===== src/rtl/lcd_update_scheduler_if.sv =====
// Bundle between the pet game logic / bring-up harness and the LCD update
// scheduler.
//   master : drives tick, test_mode and the requested fields (*_in),
//            observes the committed fields, update_strobe and busy.
//   slave  : the scheduler itself.
// Field widths follow NUM_FACES / MAX_VALUE.
interface lcd_update_scheduler_if #(
  parameter int NUM_FACES = 9,
  parameter int MAX_VALUE = 5
);
  localparam int FW = $clog2(NUM_FACES);
  localparam int VW = $clog2(MAX_VALUE + 1);

  logic          tick;
  logic          test_mode;
  logic [FW-1:0] face_in;
  logic [VW-1:0] feed_in;
  logic [VW-1:0] joy_in;
  logic [VW-1:0] energy_in;
  logic [FW-1:0] face;
  logic [VW-1:0] feed_value;
  logic [VW-1:0] joy_value;
  logic [VW-1:0] energy_value;
  logic          update_strobe;
  logic          busy;

  modport master (
    output tick, test_mode, face_in, feed_in, joy_in, energy_in,
    input  face, feed_value, joy_value, energy_value, update_strobe, busy
  );

  modport slave (
    input  tick, test_mode, face_in, feed_in, joy_in, energy_in,
    output face, feed_value, joy_value, energy_value, update_strobe, busy
  );
endinterface


===== src/rtl/lcd_update_scheduler.sv =====
// Rate-limited scheduler feeding the LCD1602 controller's face/value inputs.
// Commits at most one changed field (face > feed > joy > energy) per
// HOLD_TICKS display ticks. A sweep mode (test_mode) steps through every
// face glyph and bar level for board bring-up.
// Ports:
//   clk    system clock
//   reset  synchronous, active-high
//   bus    lcd_update_scheduler_if.slave: tick, test_mode, *_in requests in;
//          face/feed_value/joy_value/energy_value, update_strobe, busy out
// The interface instance must carry the same NUM_FACES / MAX_VALUE.
module lcd_update_scheduler #(
  parameter int NUM_FACES  = 9,
  parameter int MAX_VALUE  = 5,
  parameter int HOLD_TICKS = 80
) (
  input  logic                  clk,
  input  logic                  reset,
  lcd_update_scheduler_if.slave bus
);
  localparam int FW     = $clog2(NUM_FACES);
  localparam int VW     = $clog2(MAX_VALUE + 1);
  localparam int CW     = $clog2(HOLD_TICKS + 1);
  localparam int NV     = MAX_VALUE + 1;
  localparam int S      = 2 + NUM_FACES + 3 * NV;
  localparam int SW     = $clog2(S);
  // Sweep segment boundaries (first step past each segment).
  localparam int F_END  = 2 + NUM_FACES;
  localparam int FD_END = F_END + NV;
  localparam int JY_END = FD_END + NV;

  typedef enum logic [1:0] {IDLE, HOLD, TEST} state_t;

  state_t        state;
  logic [CW-1:0] cnt;
  logic [SW-1:0] step;
  logic [FW-1:0] face_q;
  logic [VW-1:0] feed_q, joy_q, energy_q;
  logic          strobe_q, busy_q;

  // Clamped live requests.
  logic [FW-1:0] c_face;
  logic [VW-1:0] c_feed, c_joy, c_energy;

  // Sweep: next step index and the field values it leaves behind.
  logic [SW-1:0] step_nxt;
  int            s_nxt;
  logic [FW-1:0] t_face;
  logic [VW-1:0] t_feed, t_joy, t_energy;
  logic          t_chg;

  always_comb begin
    c_face   = (int'(bus.face_in) >= NUM_FACES) ? FW'(NUM_FACES - 1) : bus.face_in;
    c_feed   = (int'(bus.feed_in) > MAX_VALUE) ? VW'(MAX_VALUE) : bus.feed_in;
    c_joy    = (int'(bus.joy_in) > MAX_VALUE) ? VW'(MAX_VALUE) : bus.joy_in;
    c_energy = (int'(bus.energy_in) > MAX_VALUE) ? VW'(MAX_VALUE) : bus.energy_in;
  end

  always_comb begin
    step_nxt = (step == SW'(S - 1)) ? '0 : step + SW'(1);
    s_nxt    = int'(step_nxt);
    t_face   = face_q;
    t_feed   = feed_q;
    t_joy    = joy_q;
    t_energy = energy_q;
    // Steps 0 and 1 are deliberate no-change steps.
    if (s_nxt >= 2 && s_nxt < F_END)        t_face   = FW'(s_nxt - 2);
    else if (s_nxt >= F_END && s_nxt < FD_END)  t_feed   = VW'(s_nxt - F_END);
    else if (s_nxt >= FD_END && s_nxt < JY_END) t_joy    = VW'(s_nxt - FD_END);
    else if (s_nxt >= JY_END)                   t_energy = VW'(s_nxt - JY_END);
    t_chg = (t_face != face_q) || (t_feed != feed_q) ||
            (t_joy != joy_q) || (t_energy != energy_q);
  end

  always_ff @(posedge clk) begin
    if (reset) begin
      state    <= IDLE;
      cnt      <= '0;
      step     <= '0;
      face_q   <= '0;
      feed_q   <= VW'(MAX_VALUE);
      joy_q    <= VW'(MAX_VALUE);
      energy_q <= VW'(MAX_VALUE);
      strobe_q <= 1'b0;
      busy_q   <= 1'b0;
    end else begin
      strobe_q <= 1'b0;
      unique case (state)
        IDLE: begin
          // Ticks are ignored here, so a tick on the commit edge never
          // shortens the hold that commit starts.
          if (bus.test_mode) begin
            state  <= TEST;
            step   <= '0;
            cnt    <= '0;
            busy_q <= 1'b1;
          end else if (c_face != face_q || c_feed != feed_q ||
                       c_joy != joy_q || c_energy != energy_q) begin
            if (c_face != face_q)      face_q   <= c_face;
            else if (c_feed != feed_q) feed_q   <= c_feed;
            else if (c_joy != joy_q)   joy_q    <= c_joy;
            else                       energy_q <= c_energy;
            strobe_q <= 1'b1;
            cnt      <= CW'(HOLD_TICKS);
            state    <= HOLD;
            busy_q   <= 1'b1;
          end
        end
        HOLD: begin
          // Requests are not latched; IDLE re-compares live inputs.
          if (bus.tick) begin
            if (cnt <= CW'(1)) begin
              cnt    <= '0;
              state  <= IDLE;
              busy_q <= 1'b0;
            end else begin
              cnt <= cnt - CW'(1);
            end
          end
        end
        TEST: begin
          // Counts up within a step; test_mode only matters at boundaries.
          if (bus.tick) begin
            if (cnt == CW'(HOLD_TICKS - 1)) begin
              cnt <= '0;
              if (!bus.test_mode) begin
                state  <= IDLE;
                busy_q <= 1'b0;
              end else begin
                step     <= step_nxt;
                face_q   <= t_face;
                feed_q   <= t_feed;
                joy_q    <= t_joy;
                energy_q <= t_energy;
                strobe_q <= t_chg;
              end
            end else begin
              cnt <= cnt + CW'(1);
            end
          end
        end
        default: begin
          state  <= IDLE;
          busy_q <= 1'b0;
        end
      endcase
    end
  end

  assign bus.face          = face_q;
  assign bus.feed_value    = feed_q;
  assign bus.joy_value     = joy_q;
  assign bus.energy_value  = energy_q;
  assign bus.update_strobe = strobe_q;
  assign bus.busy          = busy_q;
endmodule


===== src/flat_wrapper.sv =====
// flat-port wrapper written by rule: the top's interface ports become plain ports
module lcd_update_scheduler_flat 
#(
  parameter int NUM_FACES  = 9,
  parameter int MAX_VALUE  = 5,
  parameter int HOLD_TICKS = 80
)
  (clk, reset, bus_tick, bus_test_mode, bus_face_in, bus_feed_in, bus_joy_in, bus_energy_in, bus_face, bus_feed_value, bus_joy_value, bus_energy_value, bus_update_strobe, bus_busy);
  lcd_update_scheduler_if #(.NUM_FACES(NUM_FACES), .MAX_VALUE(MAX_VALUE)) bus_i ();
  input  logic clk;
  input  logic reset;
  input wire logic [$bits(bus_i.tick)-1:0] bus_tick;
  input wire logic [$bits(bus_i.test_mode)-1:0] bus_test_mode;
  input wire logic [$bits(bus_i.face_in)-1:0] bus_face_in;
  input wire logic [$bits(bus_i.feed_in)-1:0] bus_feed_in;
  input wire logic [$bits(bus_i.joy_in)-1:0] bus_joy_in;
  input wire logic [$bits(bus_i.energy_in)-1:0] bus_energy_in;
  output wire logic [$bits(bus_i.face)-1:0] bus_face;
  output wire logic [$bits(bus_i.feed_value)-1:0] bus_feed_value;
  output wire logic [$bits(bus_i.joy_value)-1:0] bus_joy_value;
  output wire logic [$bits(bus_i.energy_value)-1:0] bus_energy_value;
  output wire logic [$bits(bus_i.update_strobe)-1:0] bus_update_strobe;
  output wire logic [$bits(bus_i.busy)-1:0] bus_busy;
  assign bus_i.tick = bus_tick;
  assign bus_i.test_mode = bus_test_mode;
  assign bus_i.face_in = bus_face_in;
  assign bus_i.feed_in = bus_feed_in;
  assign bus_i.joy_in = bus_joy_in;
  assign bus_i.energy_in = bus_energy_in;
  assign bus_face = bus_i.face;
  assign bus_feed_value = bus_i.feed_value;
  assign bus_joy_value = bus_i.joy_value;
  assign bus_energy_value = bus_i.energy_value;
  assign bus_update_strobe = bus_i.update_strobe;
  assign bus_busy = bus_i.busy;
  lcd_update_scheduler #(.NUM_FACES(NUM_FACES), .MAX_VALUE(MAX_VALUE), .HOLD_TICKS(HOLD_TICKS)) u_core (.clk(clk), .reset(reset), .bus(bus_i));
endmodule

===== config.mk =====
export PLATFORM = sky130hd
export DESIGN_NAME = lcd_update_scheduler_flat
export DESIGN_NICKNAME = d
export VERILOG_FILES = /design/src/rtl/lcd_update_scheduler_if.sv /design/src/rtl/lcd_update_scheduler.sv /design/src/flat_wrapper.sv
export SDC_FILE = /design/constraint.sdc
export NUM_CORES = 1
export LEC_CHECK = 0
export ABC_AREA = 1
export CAP_MARGIN = 30
export CELL_PAD_IN_SITES_DETAIL_PLACEMENT = 1
export CELL_PAD_IN_SITES_GLOBAL_PLACEMENT = 1
export CORE_UTILIZATION = 43
export DETAILED_ROUTE_END_ITERATION = 16
export PLACE_DENSITY_LB_ADDON = 0.1
export SETUP_SLACK_MARGIN = 0.3
export SYNTH_ARGS = -nofsm -noshare
export SYNTH_HDL_FRONTEND = slang
export SYNTH_SLANG_ARGS = --single-unit

===== constraint.sdc =====
create_clock -name clk -period 4.9 [get_ports clk]
set_clock_uncertainty 0.15 [all_clocks]
set_input_delay 0.735 -clock clk [delete_from_list [all_inputs] [get_ports clk]]
set_output_delay 0.735 -clock clk [all_outputs]
set_load 0.02 [all_outputs]

==> reports/summary.txt, run 1 <==
Vias in the first global route -> 2882
Clock Tree Root -> clkbuf_8
Leak Pwr -> 0.00146 uW
Post-synth top flop -> dfxtp_1
PostCTS Resize Cnt -> 0
Layout cells sized above 1 -> 0.0798
DR vias -> 2991
Peak VDD IR -> 0.000279 V
Cts-stage hold buffer count -> 0
DRC errors left -> 0
Most common cell in the netlist -> nand2_1
Postcts setup bufs -> 0
Initial antenna violation count -> 0
GRT Resource Usage Total -> 0.273
Die area -> 0.00668 mm^2
Max_cap viols -> 0
Post-Layout Cell Count -> 526
Nets@finish -> 484
Grt ovf -> 0
Synthesis Warnings -> 0
Post-synth net total -> 457
RSZ-0062 raised after global routing -> no
Worst hold start -> u_core.state[0]
Count of input and output buffers -> 31
Synth top cells by count -> nand2_1 (93), inv_1 (58), a21oi_1 (32)
Clock Sinks -> 29
Reg2reg end -> u_core.bus.update_strobe
Clk_lat worst skew -> 290 ps
Routed len/inst -> 16.3 um
Synth Register Bits -> 29
Pwr Total -> 2250 uW
Final period utilization -> 0.786
Synth area leaders -> dfxtp_1 (21%), nand2_1 (13%), inv_1 (8.0%), ha_1 (7.8%), a21oi_1 (5.9%)
Worst Tran Pin Value -> 982 ps
EDFF count, synth -> 0
Post-synth top area cell -> dfxtp_1
Asr flop ratio synth -> 0
Fin Hold WS -> 377 ps
Slew Limit Fails -> 0
Worst R2R Start -> u_core.step[0]
Core region area -> 0.00603 mm^2
CP endpoint kind -> flip-flop
Mapped Avg Cell Area -> 6.47 um^2
Pre-antenna DRT Iters -> 4
Setup TNS -> 0 ps
WS Path Type -> flip-flop to flip-flop
GPL Wtd Cong -> 0.913
Starting Density -> 0.454
Final hold vios -> 0
Syn Std Cell Area -> 0.00274 mm^2
Initial DRC count -> 107
Row cnt -> 28
Final WL -> 8.55 mm
R2R Setup Slk -> 1050 ps
Die height -> 81.8 um
Pwr dens -> 713 mW/mm^2
Final setup fails -> 0
CTS H-tree lvls -> 2
Layout area overhead -> 15.7%
Clock Path Buffers -> 2
Final ANT Viol Nets -> 0
Yosys top cell area share -> 0.212
Cell count after placement -> 518
Multi-input logic area -> 0.00186 mm^2
Critical Path Start Type -> flip-flop
Fin util -> 0.525
Seq. cell area -> 581 um^2
Register area share after synthesis -> 0.212
Worst-path clk slew -> 70 ps
# IOs -> 32
Hold Path Class -> flip-flop to flip-flop
Reg2Reg Depth -> 20
First-pass GRT wire length -> 14.0 mm
Hold path cells -> 2
Fmax -> 260 MHz
CTS Buf Count -> 5
Slew Limit Headroom -> 0.345
CTS tree -> built
Post-synthesis instance total -> 423
Largest net degree at the start of global routing -> 27
Final HPWL DP -> 6.44 mm
Drt via density -> 5.69
Die width -> 81.8 um
CP max FO -> 12
Final Critical Period -> 3850 ps
Worst EP arrival -> 3920 ps
Worst EP required -> 4970 ps
Inserted Diodes -> 0
Synth unique cells -> 42
Number of fill cells -> 839
Run status -> complete, no violations
Worst Hold End -> u_core.state[0]
## worst max-delay path, stage by stage (launching register included)
cell and delay, ps:
dfxtp_1 340, inv_1 170, ha_1 250, nand4_4 210, nand2_1 370, clkinv_1 440
ha_1 400, a21boi_0 160, nand2_1 120, nand3_2 130, nand2_4 150, nand2_4 70
nor2_4 230, nand3_1 120, nand2_1 90, inv_1 40, nand2_1 70, nor2_1 50
nand2_1 50, nand2_1 60, a21oi_2 120
## cell type report
class,count,share of cell area
clock inverter,2,0.00316
clock buffer,6,0.0229
sequential,29,0.183
timing repair buffer,31,0.0981
multi-input combinational,320,0.588
inverter,63,0.0747
tap,75,0.0297
## placed cells by master, fill, tap and decap left out, types with 7 or more instances in the layout
cell,synthesis,layout
a21oi_1,32,32
nor2_1,27,27
o211ai_1,10,10
o21ai_0,24,24
inv_1,58,58
ha_1,17,17
nand2_1,93,93
clkdlybuf4s50_1,0,31
nand4_1,16,16
nand3_1,26,26
dfxtp_1,29,29
nand3_2,7,7
o22ai_1,7,7
xor2_1,8,8
## power breakdown
part	internal, uW	switching (uW)
sequential	323	110
clock	98.5	105
combinational	528	1090
total	949	1310
## routing by layer
layer / GRT usage / up-vias / routed length, um
met5: 0 / - / 0
met4: 0.0632 / 0 / 97
met3: 0.0411 / 13 / 444
met2: 0.458 / 73 / 3920
met1: 0.363 / 1413 / 4090
li1: - / 1492 / -
## metrics by stage
stage,cell area [um^2],setup WS [ps]
floorplan,2740,2010
global placement,3080,1270
detailed placement,3080,1060
CTS,3160,1030
global route,3160,768
finish,3160,1050
## cell families after synthesis
| family | after synthesis | share of synthesized area |
|---|---|---|
| buf+inv | 74 | 0.107 |
| compound gates | 103 | 0.231 |
| simple gates | 190 | 0.339 |
| xor+xnor | 10 | 0.0320 |
| flops | 29 | 0.212 |
| fa+ha+maj | 17 | 0.0778 |
## state kept, by name (all words and copies together), names as in the netlist
register	flops
u_core.state	2
u_core.bus.update_strobe	1
u_core.bus.busy	1
u_core.step	5
u_core.bus.joy_value	3
u_core.cnt	7
u_core.bus.feed_value	3
u_core.bus.face	4
u_core.bus.energy_value	3
## how the worst max path moves through the flow
stage | end | cells after the start | slack, ps | start
4_1_cts | u_core.bus.update_strobe | 20 | 1030 | u_core.step[0]
2_1_floorplan | u_core.bus.update_strobe | 21 | 2010 | u_core.step[0]
3_5_place_dp | u_core.bus.update_strobe | 20 | 1060 | u_core.step[0]
3_3_place_gp | u_core.bus.update_strobe | 20 | 1270 | u_core.step[0]
5_1_grt | u_core.bus.update_strobe | 20 | 770 | u_core.step[0]
6_report | u_core.bus.update_strobe | 20 | 1050 | u_core.step[0]
No activity file was read; power rests on OpenSTA's default activity.
==> run 2: changes to the inputs <==
Settings changed: CORE_UTILIZATION 43 to 36.
Clock period 4.9 ns to 3.3 ns, I/O delays scaled along.
==> run 2 against run 1 <==
Effect of this change:
- clock-buffer cell count is 1 lower
- combinational power grew 62%
- design area increased by 8.3%
- global-route usage fell by 3.8 points
- first-iteration DRC count shrank 18%
- die area increased by 19%
- power grew 65%
- sequential cell count did not move
- setup slack lost 610 ps
- critical path type unchanged
==> reports/summary.txt, run 2 (synthesis gave the netlist of run 1 again) <==
Vias in the first global route -> 3038 (+5.4%)
Worst Tran Pin Value -> 926 ps (-55.7 ps)
Core region area -> 0.00729 mm^2 (+21%)
Pwr dens -> 1090 mW/mm^2 (+53%)
Worst-path clk slew -> 80 ps (about the same)
Die height -> 89.2 um (+9.1%)
GRT Resource Usage Total -> 0.234 (-0.0383)
Nets@finish -> 501 (+3.5%)
Initial antenna violation count -> 0 (unchanged)
Slew Limit Headroom -> 0.382 (+0.0365)
Worst EP required -> 3390 ps (-1580 ps)
Grt ovf -> 0 (unchanged)
Drt via density -> 5.39 (-5.3%)
Final period utilization -> 0.866 (+0.0799)
CP endpoint kind -> flip-flop
Worst EP arrival -> 2940 ps (-980 ps)
Die area -> 0.00795 mm^2 (+19%)
Final ANT Viol Nets -> 0 (unchanged)
Clock Tree Root -> clkbuf_8
Starting Density -> 0.375 (-0.0788)
Final Critical Period -> 2860 ps (-994 ps)
Routed len/inst -> 15.5 um (-4.5%)
RSZ-0062 raised after global routing -> yes
Layout cells sized above 1 -> 0.135 (+0.0548)
Combinational group share of total power -> 0.703 (-0.015)
Switching Share -> 0.539 (-0.0405)
Setup slack at placement -> 89.9 ps (-972 ps)
Clk_lat worst skew -> 290 ps (about the same)
Critical Path Start Type -> flip-flop
Final HPWL DP -> 6.52 mm (+1.3%)
GPL Wtd Cong -> 0.854 (-6.5%)
Sequential power share -> 0.173 (-0.019)
Slew Limit Fails -> 0 (unchanged)
Row cnt -> 31 (+11%)
Top reg by flops -> u_core.cnt
Post-route worst setup slack -> 442 ps (-606 ps)
Pre-antenna DRT Iters -> 4 (unchanged)
Final WL -> 8.80 mm (+2.9%)
CP max FO -> 7 (-5)
Run status -> complete, no violations
Cell-internal power -> 1720 uW (+81%)
CTS tree -> built
Die width -> 89.2 um (+9.1%)
Hold Path Class -> flip-flop to flip-flop
WS Path Type -> flip-flop to flip-flop
Final setup fails -> 0 (unchanged)
Most frequent cells in the layout -> nand2_1 (92), inv_1 (55), a21oi_1 (31), clkdlybuf4s50_1 (31), dfxtp_1 (29)
Max_cap viols -> 0 (unchanged)
Fmax -> 350 MHz (+35%)
First-pass GRT wire length -> 14.4 mm (+2.5%)
Most common cell after layout, fill and taps aside -> nand2_1
CTS Buf Count -> 5 (unchanged)
Count of input and output buffers -> 31 (unchanged)
DR vias -> 3054 (+2.1%)
Layout area overhead -> 25.3%
Inserted Diodes -> 0 (unchanged)
Final hold vios -> 0 (unchanged)
CTS H-tree lvls -> 2 (unchanged)
# IOs -> 32 (unchanged)
DRC errors left -> 0 (unchanged)
Initial DRC count -> 88 (-18%)
Clock Path Buffers -> 2 (unchanged)
Peak VDD IR -> 0.000441 V (+58%)
Net switching power -> 2010 uW (+54%)
Number of flip-flops in the largest register -> 7 (unchanged)
Leak Pwr -> 0.00156 uW (+7.3%)
Clock power share -> 0.124 (+0.034)
Setup TNS -> 0 ps (unchanged)
Clock Sinks -> 29 (unchanged)
Fin util -> 0.470 (-0.0552)
Largest net degree at the start of global routing -> 26 (-3.7%)
-- run 2: timing repair --
| item | 4_1_cts | 5_1_grt |
|---|---|---|
| resized for setup | 7 | 7 |
| pin swaps | 2 | 3 |
| hold buffers | 0 | 0 |
| hold endpoints to repair | 0 | 0 |
| setup buffers | 3 | 7 |
| setup endpoints to repair | 8 | 7 |
| cloned | 0 | 0 |
-- run 2: per-layer routing --
layer  wire length, um  vias up  part of all wire  GRT usage
li1                  -     1529                 -          -
met1              4160     1458              0.47      0.301
met2              4180       51              0.48      0.407
met3               238       16             0.027     0.0268
met4               223        0             0.025     0.0765
met5                 0        -                 0          0
-- run 2: power by group through the flow --
stage                     sequential, uW  combinational, uW  clock (uW)
after CTS                            641               2500         469
after global routing                 659               2950         477
after detailed placement             647               2430           0
after floorplan                      665               1710           0
after global placement               643               2380           0
final                                643               2620         463
-- run 2: area by class of cell --
cell class              count  area, um^2
fillers                  1005        3860
repair buffers             48         448
inverters                  63         236
multi-input cells         320        1900
flip-flops and latches     29         581
clock buffers               5        68.8
well taps                  99         124
clock inverters             3        65.1
-- run 2: path summary, 6_finish.rpt --
path / start / end / slack, ps / depth (start not counted)
hold reg to reg: u_core.state[0] / u_core.state[0] / 370 / 2
setup reg to reg: u_core.step[0] / u_core.bus.update_strobe / 440 / 22
hold / removal: u_core.state[0] / u_core.state[0] / 370 / 2
setup / recovery: u_core.step[0] / u_core.bus.update_strobe / 440 / 22
-- run 2: critical path, cell delays in order (launching register included) --
cell and delay (ps):
dfxtp_1 350, inv_2 120, ha_4 160, nand4_4 140, nand2_4 120, inv_1 120
ha_1 230, nand3_1 90, nand2_1 120, nand2_2 120, nand3_2 110, nand2_4 150
nand2_4 60, nor2_4 110, buf_12 120, nand3_1 60, nand2_1 80, inv_1 40
nand2_1 70, nor2_1 50, nand2_1 50, nand2_1 60, a21oi_2 110
-- run 2: metrics by stage --
stage,area (um^2),power (uW),hold slack (ps),cells
global placement,3160,3030,349,549
global route,3430,4090,411,567
CTS,3330,3610,374,560
detailed placement,3160,3080,366,549
finish,3430,3730,372,567
floorplan,2740,2380,330,423
==> run 3: changes to the inputs <==
--- a/config.mk
+++ b/config.mk
@@ -13,5 +13,4 @@
 export DETAILED_ROUTE_END_ITERATION = 16
 export PLACE_DENSITY_LB_ADDON = 0.1
-export SETUP_SLACK_MARGIN = 0.3
 export SYNTH_ARGS = -nofsm -noshare
 export SYNTH_HDL_FRONTEND = slang
==> constraint.sdc (replaced) <==
create_clock -name clk -period 3.3 [get_ports clk]
set_clock_uncertainty 0.15 [all_clocks]
set_input_delay 0.66 -clock clk [delete_from_list [all_inputs] [get_ports clk]]
set_output_delay 0.66 -clock clk [all_outputs]
set_load 0.02 [all_outputs]
==> run 3 against run 2 <==
Effect of this change:
- global-route usage grew 0.092 points
- cell count shrank 0.35%
- worst hold slack gained 13 ps
- largest power group unchanged
- via count shrank 0.95%
- first-iteration DRC count grew 22%
- critical endpoint unchanged
==> reports/summary.txt, run 3 (synthesis gave the netlist of run 1 again) <==
# IOs -> 32 (unchanged)
Pwr Total -> 3540 uW (-5.1%)
Final ANT Viol Nets -> 0 (unchanged)
Number of fill cells -> 1019 (+1.4%)
Clk_lat worst skew -> 290 ps (about the same)
Worst EP arrival -> 3070 ps (+130 ps)
Cts-stage hold buffer count -> 0 (unchanged)
Clock Sinks -> 29 (unchanged)
Critical Path Start Type -> flip-flop
CP endpoint kind -> flip-flop
GRT Resource Usage Total -> 0.235 (+0.000922)
Worst EP required -> 3370 ps (-20 ps)
Fmax -> 334 MHz (-4.7%)
Final setup fails -> 0 (unchanged)
Largest net degree at the start of global routing -> 20 (-23%)
Initial DRC count -> 107 (+22%)
GPL Wtd Cong -> 0.830 (-2.8%)
Final HPWL DP -> 6.65 mm (+2.0%)
CTS Buf Count -> 5 (unchanged)
Cell count after placement -> 557 (+1.5%)
Reg2reg end -> u_core.bus.update_strobe
CP max FO -> 12 (+5)
Initial antenna violation count -> 0 (unchanged)
R2R Setup Slk -> 300 ps (-140 ps)
Top reg by flops -> u_core.cnt
Worst hold start -> u_core.step[4]
Most common cell after layout, fill and taps aside -> nand2_1
Final hold vios -> 0 (unchanged)
Worst Tran Pin Value -> 918 ps (-7.96 ps)
Most used cell, CP -> nand2_1
Layout area overhead -> 21.6%
Reg2Reg Depth -> 20 (-9.1%)
Row cnt -> 31 (unchanged)
Fin util -> 0.456 (-0.0139)
Post-Layout Cell Count -> 565 (-0.35%)
Hold path cells -> 2 (unchanged)
Nets@finish -> 499 (-0.40%)
CTS tree -> built
Slew Limit Headroom -> 0.387 (+0.00531)
Final Critical Period -> 3000 ps (+141 ps)
Pre-antenna DRT Iters -> 4 (unchanged)
Count of input and output buffers -> 31 (unchanged)
Run status -> complete, no violations
Hold Path Class -> flip-flop to flip-flop
Most frequent cells in the layout -> nand2_1 (93), inv_1 (58), a21oi_1 (32)
Cell-internal power -> 1590 uW (-7.8%)
Slowest CP cell -> dfxtp_1
Worst-path clk slew -> 70 ps (about the same)
Vias in the first global route -> 3096 (+1.9%)
DRC errors left -> 0 (unchanged)
Clock Tree Root -> clkbuf_8
Postcts setup bufs -> 0 (-3)
Pwr dens -> 1060 mW/mm^2 (-2.2%)
Max_cap viols -> 0 (unchanged)
CP Cell Sequence -> inv_1, ha_1, nand4_4, buf_4, nand2_4, ha_1, nand3_2, nand2_4, nand2_2, nand2_2, inv_2, nor2_4, nand3_1, nand2_1, inv_2, nand2_1, nor2_1, nand2_1, nand2_1, a21oi_2
Worst Hold End -> u_core.step[4]
Peak VDD IR -> 0.000364 V (-18%)
First-pass GRT wire length -> 14.3 mm (-0.20%)
Layout cells sized above 1 -> 0.112 (-0.0230)
PostCTS Resize Cnt -> 0 (-7)
Final period utilization -> 0.909 (+0.0426)
CP max stage delay -> 340 ps (about the same)
Setup TNS -> 0 ps (unchanged)
Net switching power -> 1950 uW (-2.7%)
Number of flip-flops in the largest register -> 7 (unchanged)
Slew Limit Fails -> 0 (unchanged)
Leak Pwr -> 0.00154 uW (-1.7%)
Die area -> 0.00795 mm^2 (unchanged)
Combinational group share of total power -> 0.723 (+0.020)
Worst R2R Start -> u_core.step[0]
Inserted Diodes -> 0 (unchanged)
Die width -> 89.2 um (unchanged)
WS Path Type -> flip-flop to flip-flop
Starting Density -> 0.375 (unchanged)
CTS H-tree lvls -> 2 (unchanged)
Drt via density -> 5.35 (-0.60%)
Switching Share -> 0.552 (+0.0132)
Grt ovf -> 0 (unchanged)
Die height -> 89.2 um (unchanged)
RSZ-0062 raised after global routing -> no
Sequential power share -> 0.179 (+0.006)
Core region area -> 0.00729 mm^2 (unchanged)
Final WL -> 8.67 mm (-1.4%)
Clock Path Buffers -> 2 (unchanged)
Clock power share -> 0.098 (-0.026)
DR vias -> 3025 (-0.95%)
Routed len/inst -> 15.4 um (-1.1%)
## run 3: power groups by stage
stage / sequential (uW) / combinational [uW] / clock [uW]
2_1_floorplan: 665 / 1710 / 0
3_3_place_gp: 635 / 2480 / 0
3_5_place_dp: 641 / 2540 / 0
4_1_cts: 634 / 2560 / 362
5_1_grt: 656 / 2880 / 372
6_report: 635 / 2560 / 347
## run 3: worst max path at each step
stage	startpoint	slack [ps]	end
final	u_core.step[0]	300	u_core.bus.update_strobe
after global routing	u_core.step[0]	20	u_core.bus.update_strobe
after CTS	u_core.step[0]	270	u_core.bus.update_strobe
after detailed placement	bus_face_in[2]	50	u_core.bus.energy_value[0]
after global placement	bus_face_in[0]	150	u_core.bus.energy_value[0]
after floorplan	u_core.step[0]	410	u_core.bus.update_strobe
## run 3: cell type report
cell class / count / area [um^2] / area share
multi-input combinational: 320 / 1860 / 0.559
sequential: 29 / 581 / 0.175
timing repair buffer: 46 / 423 / 0.127
inverter: 63 / 236 / 0.0711
tap: 99 / 124 / 0.0372
clock buffer: 7 / 96.3 / 0.0290
clock inverter: 1 / 5.00 / 0.00150
## run 3: stage by stage
step	hold slack [ps]	area (um^2)	setup slack, ps
2_1_floorplan	330	2740	409
3_3_place_gp	352	3220	154
3_5_place_dp	371	3220	53.3
4_1_cts	382	3330	268
5_1_grt	411	3330	24.7
6_report	384	3330	302
## run 3: worst max-delay path, delay by kind of cell, from the launching register on
family / cells / cell delay (ps)
simple gates: 13 / 1370
fa+ha+maj: 2 / 540
buf+inv: 4 / 390
flops: 1 / 340
compound gates: 1 / 140
## run 3: layer usage
metal,track usage,vias up,wire length [um]
li1,-,1527,-
met1,0.301,1436,4170
met2,0.404,50,4160
met3,0.0360,12,218
met4,0.0765,0,123
met5,0,-,0
==> edit, RTL diff (settings of run 1) <==
Make the reset (`reset`) asynchronous in one clocked block.
--- a/src/rtl/lcd_update_scheduler.sv
+++ b/src/rtl/lcd_update_scheduler.sv
@@ -71,7 +71,7 @@
             (t_joy != joy_q) || (t_energy != energy_q);
   end
 
-  always_ff @(posedge clk) begin
+  always_ff @(posedge clk or posedge reset) begin
     if (reset) begin
       state    <= IDLE;
       cnt      <= '0;
Check against the original RTL: differs if reset is asserted again (counterexample within 4 cycles, from zero or initial values and one cycle with reset high); with reset held inactive, the same outputs for 10 cycles.
==> edit against run 1 <==
- worst setup slack better by 0.42 ns
- cell count rose by 7.4%
- sequential cell count did not move
- total power shrank 11%
- highest routed layer unchanged
- cell area rose by 13%
- sequential power grew 8.3%
- area after synthesis up 13%
- wire length rose by 1.5%
- largest power group unchanged
==> edit: results (changes against run 1) <==
* Status: completed (unchanged)
* Global Route met3 Usage at 0.0362 (was 0.0411)
* Hold_ws at 0.371 ns (was 0.377 ns)
* Max IR drop VDD at 0.274 mV (was 0.279 mV)
* Post-Synth XOR/XNOR Area at 0.0398 (was 0.0320)
* Flop2flop setup slack at 1.46 ns (was 1.05 ns)
* Seq/Total Area, Yosys at 0.238 (was 0.212)
* Crit path max-delay cell type: dfrtp_1 (was clkinv_1)
* Ratio of cells with drive above 1 in the final layout at 0.139 (was 0.0798)
* Worst Path Arrival at 3.47 ns (was 3.92 ns)
* Worst Hold End: u_core.bus.feed_value[0]$_DFFE_PP1P_ (was u_core.state[0]$_SDFFE_PP0P_)
* Syn Nets at 467 (was 457)
* Dpl cell area at 3470 µm² (was 3080 µm²)
* Synth Area in Compound Gates at 0.175 (was 0.231)
* Ranking of synthesized cells by area: dfrtp_1 19%, nand2_1 11%, inv_1 6.9% (was dfxtp_1 21%, nand2_1 13%, inv_1 8.0%)
* R2r startpoint: u_core.step[0]$_DFFE_PP0P_ (was u_core.step[0]$_SDFFE_PP0P_)
* Routability Congestion at 0.861 (was 0.913)
* Internal at 0.000930 W (was 0.000949 W)
* Post-synthesis adder-cell area fraction at 0.0650 (was 0.0778)
* Layout Nets at 501 (was 484)
* Gr usage total at 0.253 (was 0.273)
* Met1 WL at 4020 µm (was 4090 µm)
* Cells after synthesis at 434 (was 423)
* Placed Cells at 556 (was 518)
* Routed WL at 8680 µm (was 8550 µm)
[edit: changes by cell type in the layout (fill, tap and decap cells not counted), sizes merged, moves of 4 or more]
cell | before | now
nand4 | 17 | 25
o22ai | 7 | 3
a221oi | 6 | 0
nand2 | 100 | 109
dfrtp | 0 | 23
a22oi | 1 | 6
nor3 | 5 | 9
dfxtp | 29 | 0
o21ai | 26 | 37
a31oi | 5 | 1
a21oi | 34 | 16
nor2 | 31 | 36
dfstp | 0 | 6
o211ai | 10 | 14
[edit: worst register-to-register path: cells and delay by family, from the launching register on]
kind	cells	cell delay, ns
adders and majority gates	2	0.43
buffers and inverters	4	0.59
and+or+nand+nor	15	1.42
DFF	1	0.44
AOI/OAI and AO/OA	1	0.27
[edit: final cells by class]
| cell class | instances | area (µm²) |
|---|---|---|
| Tap cell | 96 | 120 |
| Sequential cell | 29 | 733 |
| Fill cell | 920 | 3310 |
| Clock buffer | 6 | 72.6 |
| Multi-Input combinational cell | 330 | 2030 |
| Timing Repair Buffer | 34 | 333 |
| Inverter | 68 | 265 |
| Clock inverter | 2 | 10.0 |
[edit: stage by stage]
step	power, W	utilization	worst slack [ns]
5_1_grt	0.00219	0.519	1.20
6_report	0.00200	0.519	1.46
2_1_floorplan	0.00139	-	2.16
3_3_place_gp	0.00175	0.506	1.54
3_5_place_dp	0.00179	0.506	1.50
4_1_cts	0.00201	0.518	1.47
[edit: power by group through the flow]
stage               registers, W  logic, W  clock network [W]
finish                  0.000469   0.00133           0.000208
global route            0.000482   0.00148           0.000225
CTS                     0.000468   0.00133           0.000215
detailed placement      0.000472   0.00132                  0
global placement        0.000470   0.00128                  0
floorplan               0.000514  0.000873                  0
